===== src/rtl/inst_encoder.sv =====
// inst_encoder: two-stage pipelined RISC-V instruction encoder.
//
// S1 registers a request (opcode, imm, register fields, funct3). S2 holds the
// packed 32-bit instruction and an error flag. Both stages move together
// whenever S2 is empty or its result is being taken.
//
// Build option: define INST_ENCODER_RANGE_CHECK_EN to flag immediates that do
// not fit the selected format. Without it, imm is truncated to the encoded bits.
//
// Ports:
//   clk, reset        clock and synchronous active-high reset
//   in_valid/in_ready request handshake
//   opcode, imm, rd, rs1, rs2, funct3   request fields
//   out_valid/out_ready result handshake
//   inst_code, err    encoded instruction and not-encodable flag
//   enc_count         number of completed result transfers (wraps)
module inst_encoder #(
    parameter int unsigned CNT_W = 16
) (
    input  logic             clk,
    input  logic             reset,
    input  logic             in_valid,
    output logic             in_ready,
    input  logic [6:0]       opcode,
    input  logic [31:0]      imm,
    input  logic [4:0]       rd,
    input  logic [4:0]       rs1,
    input  logic [4:0]       rs2,
    input  logic [2:0]       funct3,
    output logic             out_valid,
    input  logic             out_ready,
    output logic [31:0]      inst_code,
    output logic             err,
    output logic [CNT_W-1:0] enc_count
);

    localparam logic [6:0] OpLoad   = 7'b0000011;
    localparam logic [6:0] OpImm    = 7'b0010011;
    localparam logic [6:0] OpJalr   = 7'b1100111;
    localparam logic [6:0] OpStore  = 7'b0100011;
    localparam logic [6:0] OpBranch = 7'b1100011;
    localparam logic [6:0] OpJal    = 7'b1101111;
    localparam logic [6:0] OpLui    = 7'b0110111;

    // Stage 1: registered request
    logic        s1_valid;
    logic [6:0]  s1_opcode;
    logic [31:0] s1_imm;
    logic [4:0]  s1_rd;
    logic [4:0]  s1_rs1;
    logic [4:0]  s1_rs2;
    logic [2:0]  s1_funct3;

    // Stage 2: packed result
    logic        s2_valid;
    logic [31:0] s2_code;
    logic        s2_err;

    logic        s2_adv;
    logic [31:0] enc_code;
    logic        enc_err;
    logic        bad_op;
    logic        range_bad;

    assign s2_adv    = !s2_valid || out_ready;
    // Held low during reset so no request is accepted into a clearing pipe.
    assign in_ready  = !reset && (!s1_valid || s2_adv);
    assign out_valid = s2_valid;
    assign inst_code = s2_code;
    assign err       = s2_err;

`ifdef INST_ENCODER_RANGE_CHECK_EN
    logic signed [31:0] s1_simm;
    assign s1_simm = $signed(s1_imm);
`endif

    always_comb begin
        enc_code  = 32'd0;
        bad_op    = 1'b0;
        range_bad = 1'b0;
        unique case (s1_opcode)
            OpLoad, OpImm, OpJalr: begin
                enc_code = {s1_imm[11:0], s1_rs1, s1_funct3, s1_rd, s1_opcode};
`ifdef INST_ENCODER_RANGE_CHECK_EN
                range_bad = (s1_simm < -2048) || (s1_simm > 2047);
`endif
            end
            OpStore: begin
                enc_code = {s1_imm[11:5], s1_rs2, s1_rs1, s1_funct3, s1_imm[4:0], s1_opcode};
`ifdef INST_ENCODER_RANGE_CHECK_EN
                range_bad = (s1_simm < -2048) || (s1_simm > 2047);
`endif
            end
            OpBranch: begin
                enc_code = {s1_imm[12], s1_imm[10:5], s1_rs2, s1_rs1, s1_funct3,
                            s1_imm[4:1], s1_imm[11], s1_opcode};
`ifdef INST_ENCODER_RANGE_CHECK_EN
                range_bad = (s1_simm < -4096) || (s1_simm > 4094) || s1_imm[0];
`endif
            end
            OpJal: begin
                enc_code = {s1_imm[20], s1_imm[10:1], s1_imm[11], s1_imm[19:12], s1_rd,
                            s1_opcode};
`ifdef INST_ENCODER_RANGE_CHECK_EN
                range_bad = (s1_simm < -1048576) || (s1_simm > 1048574) || s1_imm[0];
`endif
            end
            OpLui: begin
                enc_code = {s1_imm[31:12], s1_rd, s1_opcode};
`ifdef INST_ENCODER_RANGE_CHECK_EN
                range_bad = (s1_imm[11:0] != 12'd0);
`endif
            end
            default: begin
                bad_op = 1'b1;
            end
        endcase
        enc_err = bad_op || range_bad;
        // An error result never carries a partial encoding.
        if (enc_err) begin
            enc_code = 32'd0;
        end
    end

    always_ff @(posedge clk) begin
        if (reset) begin
            s1_valid  <= 1'b0;
            s2_valid  <= 1'b0;
            s2_code   <= 32'd0;
            s2_err    <= 1'b0;
            enc_count <= '0;
        end else begin
            if (in_ready) begin
                s1_valid <= in_valid;
                if (in_valid) begin
                    s1_opcode <= opcode;
                    s1_imm    <= imm;
                    s1_rd     <= rd;
                    s1_rs1    <= rs1;
                    s1_rs2    <= rs2;
                    s1_funct3 <= funct3;
                end
            end
            if (s2_adv) begin
                s2_valid <= s1_valid;
                // Keep the outputs quiet when a bubble moves into S2.
                if (s1_valid) begin
                    s2_code <= enc_code;
                    s2_err  <= enc_err;
                end else begin
                    s2_code <= 32'd0;
                    s2_err  <= 1'b0;
                end
            end
            if (s2_valid && out_ready) begin
                enc_count <= enc_count + CNT_W'(1);
            end
        end
    end

endmodule


===== config.mk =====
export PLATFORM = sky130hd
export DESIGN_NAME = inst_encoder
export DESIGN_NICKNAME = d
export VERILOG_FILES = /design/src/rtl/inst_encoder.sv
export SDC_FILE = /design/constraint.sdc
export NUM_CORES = 1
export LEC_CHECK = 0
export ABC_AREA = 1
export BUFFER_PORTS_ARGS = -buffer_cell sky130_fd_sc_hd__buf_2
export CELL_PAD_IN_SITES_DETAIL_PLACEMENT = 1
export CELL_PAD_IN_SITES_GLOBAL_PLACEMENT = 2
export CORE_MARGIN = 2
export CORE_UTILIZATION = 34
export CTS_CLUSTER_DIAMETER = 150
export DETAILED_ROUTE_END_ITERATION = 12
export PLACE_DENSITY_LB_ADDON = 0.1
export SYNTH_ARGS = -nofsm -noshare
export SYNTH_HDL_FRONTEND = slang
export SYNTH_SLANG_ARGS = --single-unit
export TNS_END_PERCENT = 50

===== constraint.sdc =====
create_clock -name clk -period 12.2 [get_ports clk]
set_input_delay 2.44 -clock clk [delete_from_list [all_inputs] [get_ports clk]]
set_output_delay 2.44 -clock clk [all_outputs]
set_load 0.05 [all_outputs]

==> out/results.ini, run 1 <==
[sta]
setup_violations=0
finalHoldViolCount=0
worstMarginPinSlew_ns=0.965
slew_headroom_pct=35.6
rsz0062_at_grt=no
drv_slew=0
clock-skew-final_ns=0.00744
max_freq_mhz=155
final.period_utilization_pct=52.9
min_period_ns=6.45
fin_tns_setup_ns=0

[clock_tree]
cts_buffers=9
holdBufCountCts=0
root_buffer=clkbuf_16
worstSkewPairLatency_ns=0.35
cts_resized=0
cts.path.max_buffers=2
cts.sinks=108
h-tree-depth=3
path_clk_slew_ns=0.07
cts_tree=done
post_cts_buffers=0

[yosys]
syn-cell-area_um2=4430
ys_seq_area_share_pct=61.6
ys_warn_count=0
synth_nets=537
synth_area_leader_cell=edfxtp_1
synth_cells=475
yosysTopAreaCellShare_pct=38.6
ys_seq_elements=108
avgSynthCellArea_um2=9.33
netlist_top_cells_area=edfxtp_1 (39%), dfxtp_1 (23%), nand2_1 (13%)
synth_cell_types=29

[cells_and_area]
final_common_cell=nand2_1
mostFrequentLayoutCells=nand2_1 (153), buf_2 (111), edfxtp_1 (57)
drive_gt1_share_pct=27.8
final_area_um2=5470
fin_cells=761
nets=646
diodes=0
syn_to_final_growth_pct=23.3

[place]
io_buffers=111
finalWeightedCongestion=0.771
placed_area_um2=5150
dp_hpwl_um=7790
dp.cells=745

[detailed_routing]
wirelength_um=10900
drcViolationCount=0
wl_met3_um=542
routed_via_density=4.65
top_layer_used=met4
ant_nets=0
firstDrtPassIters=6
num_vias=3538
wl_per_cell_um=14.3
initialDrtViolationCount=204
wl_met1_um=4780
wl_met2_um=5420

[floorplanning]
coreArea_um2=12700
design.portCount=112
die_y_um=118
die_x_um=118
start_util_pct=35.0
num_rows=41
die_area_um2=14000

[worst_setup_path]
crit_fanout=44
cpMaxStageDelayCell=buf_2
cp.arrival_ns=4.01
crit_type=in -> out
slowest_delay_ns=0.72
start_kind=input port
crit_chain=buf_2, inv_1, nand2_1, inv_1, buf_2
required_ns=9.76
end_kind=primary output

[global_route]
grt_overflow=0
grt_pass1_wl_um=17700
grt_usage_pct=16.1
antenna_found_initial=0
grt_max_degree=58
grt_pass1_vias=3473

[power]
power_w=0.000739
seqPwrFrac_pct=53.7
power_density_nw_per_um2=135
switching_power_w=0.000156
p_leak_nw=2.32
ir_worst_vdd_mv=0.127
p_sw_share_pct=21.1
intPower_w=0.000584
combinationalPowerShare_pct=4.6
clkPwrFrac_pct=41.7

[run]
drv_cap=0

[worst_hold_path]
hp-class=reg -> reg

[outcome]
status=finished clean

-- cell type report --
class                           instances  area (µm²)
Clock buffer                           10         229
Clock inverter                          6        88.8
Fill cell                            1504        7200
Inverter                               39         146
Multi-Input combinational cell        313        1490
Sequential cell                       108        2730
Tap cell                              172         215
Timing Repair Buffer                  113         571
-- layer usage --
layer | vias up | global-route usage, %
li1 | 1776 | -
met1 | 1677 | 19.6
met2 | 75 | 27.7
met3 | 10 | 4.63
met4 | 0 | 4.52
met5 | - | 0
-- per-stage QoR --
step / setup WS (ns) / util, % / hold slack (ns)
floorplan: 6.51 / - / 0.463
global placement: 5.73 / 40.6 / 0.451
CTS: 5.69 / 43.2 / 0.468
finish: 5.75 / 43.2 / 0.466
detailed placement: 5.70 / 40.6 / 0.456
global route: 5.58 / 43.2 / 0.487
-- registers in the layout, summed over array words and instances, names as in the netlist, 3 cells and up --
| name | cells |
|---|---|
| enc_count | 16 |
| inst_code | 32 |
| s1_funct3 | 3 |
| s1_imm | 32 |
| s1_opcode | 7 |
| s1_rd | 5 |
| s1_rs1 | 5 |
| s1_rs2 | 5 |
-- power by group through the flow --
stage	registers, W	clock network [W]	logic (W)
finish	0.000397	0.000309	0.0000337
global placement	0.000405	0	0.0000333
detailed placement	0.000405	0	0.0000344
floorplan	0.000407	0	0.0000155
CTS	0.000397	0.000319	0.0000346
global route	0.000398	0.000334	0.0000373
-- critical path: cells and delay by family --
family	cells	cell delay [ns]
AND/OR/NAND/NOR	1	0.23
buffers and inverters	4	1.33
-- synthesized netlist by cell type --
master,instances
nand2_1,153
edfxtp_1,57
dfxtp_1,51
inv_1,39
nand3_1,39
a21oi_1,35
nor2_1,22
nand2_2,13
o21ai_0,13
a21oi_2,10
clkbuf_1,8
nor2_2,7
nor3_1,5
buf_2,3
nor2_4,3
buf_1,2
nand4_1,2
nor3b_1,2
a31oi_1,1
and3_1,1
buf_6,1
buf_8,1
ha_1,1
nand2_4,1
nor2_8,1
nor4_1,1
o21a_1,1
o21ai_1,1
xor2_1,1
-- final timing paths --
check / from / endpoint / slack, ns / depth (start not counted)
max: reset / in_ready / 5.75 / 5
min: inst_code[2] / inst_code[2] / 0.47 / 2
min reg2reg: inst_code[2] / inst_code[2] / 0.47 / 2
max reg2reg: s1_opcode[4] / inst_code[0] / 9.52 / 8
-- cell families (layout without fill, tap and decap cells) --
group                    Yosys count  count (layout)  share of synthesized area, %
AO/OA/AOI/OAI                     61              61                          7.82
XOR/XNOR                           1               1                         0.198
adder cells (fa/ha/maj)            1               1                         0.282
buffers and inverters             54             168                          5.08
flip-flops                       108             108                          61.6
AND/OR/NAND/NOR                  250             250                          25.0
Note: power is estimated with default switching activity, not from simulation.
==> inputs of run 2 (changes only) <==
ABC_AREA = 0   (was 1)
CORE_UTILIZATION = 30   (was 34)
clock period = 5.4 ns   (was 12.2 ns; I/O delays follow)
==> run 2 against run 1 <==
Wire length is 9.7% lower. Global-route usage is 2.0 points lower. Clock-buffer cell count is 4 higher. Sequential power is 130% higher. Critical path type unchanged. Largest cell class unchanged. Core utilization is 4.9 points lower. Design area is 7.3% lower. Synthesized cell count is 32% lower. Non-clock buffer count is 2 higher. Critical endpoint unchanged. Combinational power is 100% higher. Cell count is 19% lower. Flip-flop and latch count stayed put.
==> out/results.ini, run 2 <==
[worst_setup_path]
crit_type=in -> out
crit_fanout=37
crit_family=buffers and inverters
critical-path-top-cell-by-count=buf_2
start_kind=input port
end_kind=primary output
cp.arrival_ns=2.03
cpMaxStageDelayCell=buf_2
path_buf_inv=2
crit_chain=buf_2, a21oi_1, buf_2
slowest_delay_ns=0.54
required_ns=4.32

[cells_and_area]
mostFrequentLayoutCells=buf_2 (111), edfxtp_1 (57), dfxtp_1 (51)
fillCellCount=1474
diodes=0
nets=495
drive_gt1_share_pct=33.8
fin_cells=614
syn_to_final_growth_pct=24.5
final_common_cell=buf_2

[clock_tree]
post_cts_buffers=0
root_buffer=clkbuf_16
path_clk_slew_ns=0.07
cts.path.max_buffers=2
cts_resized=0
h-tree-depth=3
holdBufCountCts=0
cts_tree=done
cts.sinks=108
cts_buffers=9
worstSkewPairLatency_ns=0.35

[power]
combinationalPowerShare_pct=4.2
ir_worst_vdd_mv=0.258
p_leak_nw=1.92
seqPwrFrac_pct=56.2
power_density_nw_per_um2=317
p_sw_share_pct=20.7
switching_power_w=0.000332
intPower_w=0.00127
clkPwrFrac_pct=39.7

[global_route]
grt_overflow=0
grt_pass1_vias=3024
grt_max_degree=38
grt_pass1_wl_um=15600
grt_usage_pct=14.1
antenna_found_initial=0

[yosys]
synth_top_flop_cell=edfxtp_1
avgSynthCellArea_um2=12.6
netlist_top_cells_area=edfxtp_1 (42%), dfxtp_1 (25%), a222oi_1 (3.2%)
yosysTopAreaCellShare_pct=42.0
async_flop_share_pct=0
synth_area_leader_cell=edfxtp_1
ys_seq_elements=108
synth_nets=385
synth_common_cells=edfxtp_1 (57), dfxtp_1 (51), nand2_1 (33)
syn-cell-area_um2=4070
synth_most_common_cell=edfxtp_1
synth_edf_count=57
synth_cell_types=55
synth_cells=323
ys_seq_area_share_pct=67.1
ys_warn_count=0

[sta]
rsz0062_at_grt=no
slew_headroom_pct=39.1
finalHoldViolCount=0
clock-skew-final_ns=0.00626
setup_violations=0
worstMarginPinSlew_ns=0.914
final.period_utilization_pct=57.7
max_freq_mhz=321
fin_tns_setup_ns=0
min_period_ns=3.11
drv_slew=0

[floorplanning]
die_x_um=121
coreArea_um2=13200
die_area_um2=14500
num_rows=42
start_util_pct=30.8
die_y_um=121
design.portCount=112

[detailed_routing]
initialDrtViolationCount=168
drcViolationCount=0
num_vias=2877
ant_nets=0
wl_per_cell_um=16.0
routed_via_density=4.69
wirelength_um=9820
firstDrtPassIters=4

[place]
finalWeightedCongestion=0.742
dp_hpwl_um=7050
io_buffers=111
dp.cells=598

[run]
drv_cap=0

[worst_hold_path]
hp-class=reg -> reg

[outcome]
status=finished clean

## run 2: cell types whose count changed in the layout (fill, tap and decap cells not counted), moves of 8 or more
| cell | before | now |
|---|---|---|
| o21ai_0 | 13 | 5 |
| a22oi_1 | 0 | 11 |
| nand2_1 | 153 | 33 |
| nand3_1 | 39 | 8 |
| xor2_1 | 1 | 10 |
| nand2_2 | 13 | 0 |
| a21oi_1 | 35 | 11 |
| nor2_1 | 20 | 32 |
| a222oi_1 | 0 | 13 |
| inv_1 | 39 | 2 |
| nor2_2 | 8 | 0 |
| o21ai_2 | 0 | 10 |
| a21oi_2 | 10 | 1 |
## run 2: final cells by class
class                           count  area [µm²]  area share, %
Inverter                            2        7.51          0.148
Clock buffer                       14         244           4.81
Tap cell                          176         220           4.34
Multi-Input combinational cell    197        1240           24.5
Timing Repair Buffer              115         586           11.6
Clock inverter                      2        35.0          0.691
Sequential cell                   108        2730           53.9
## run 2: worst paths after layout
check | startpoint | end | slack (ns) | depth (start not counted)
worst min register to register | inst_code[6] | inst_code[6] | 0.44 | 2
worst max register to register | out_valid | s1_imm[30] | 2.99 | 5
worst min-delay path | inst_code[6] | inst_code[6] | 0.44 | 2
worst max-delay path | reset | in_ready | 2.29 | 3
## run 2: kinds of logic (layout without fill, tap and decap cells)
kind of cell / after synthesis / count (layout) / synth area share [%]
AO/OA/AOI/OAI: 71 / 71 / 13.5
adder cells (fa/ha/maj): 1 / 1 / 0.307
buffers and inverters: 18 / 133 / 2.40
XOR/XNOR: 14 / 14 / 3.01
flip-flops: 108 / 108 / 67.1
AND/OR/NAND/NOR: 108 / 108 / 12.9
multiplexers: 3 / 3 / 0.829
## run 2: layer usage
| layer | track usage, % | share of wire (%) | vias up | wire length [µm] |
|---|---|---|---|---|
| met5 | 0 | 0 | - | 0 |
| met4 | 5.16 | 1.4 | 0 | 133 |
| met3 | 4.72 | 5.3 | 8 | 523 |
| met2 | 23.0 | 50 | 68 | 4890 |
| met1 | 17.4 | 44 | 1379 | 4280 |
| li1 | - | - | 1422 | - |
## run 2: power groups by stage
stage / registers (W) / logic [W] / clock network [W]
final: 0.000902 / 0.0000673 / 0.000637
after global routing: 0.000904 / 0.0000749 / 0.000687
after CTS: 0.000902 / 0.0000692 / 0.000663
after detailed placement: 0.000920 / 0.0000690 / 0
after global placement: 0.000919 / 0.0000684 / 0
after floorplan: 0.000918 / 0.0000334 / 0
## run 2: tightest hold or removal path: cells and delay by family (launching register included)
kind | cells | cell delay, ns
AO/OA/AOI/OAI | 1 | 0.05
flip-flops | 1 | 0.31
AND/OR/NAND/NOR | 1 | 0.05
## run 2: metrics by stage
step	instance area (µm²)	hold WS, ns	utilization (%)	setup WS, ns	power, W
floorplan	4070	0.461	-	1.36	0.000952
global placement	4790	0.436	36.2	2.22	0.000988
detailed placement	4790	0.438	36.2	2.18	0.000990
CTS	5070	0.448	38.3	2.26	0.00163
global route	5070	0.473	38.3	2.16	0.00167
finish	5070	0.442	38.3	2.29	0.00161
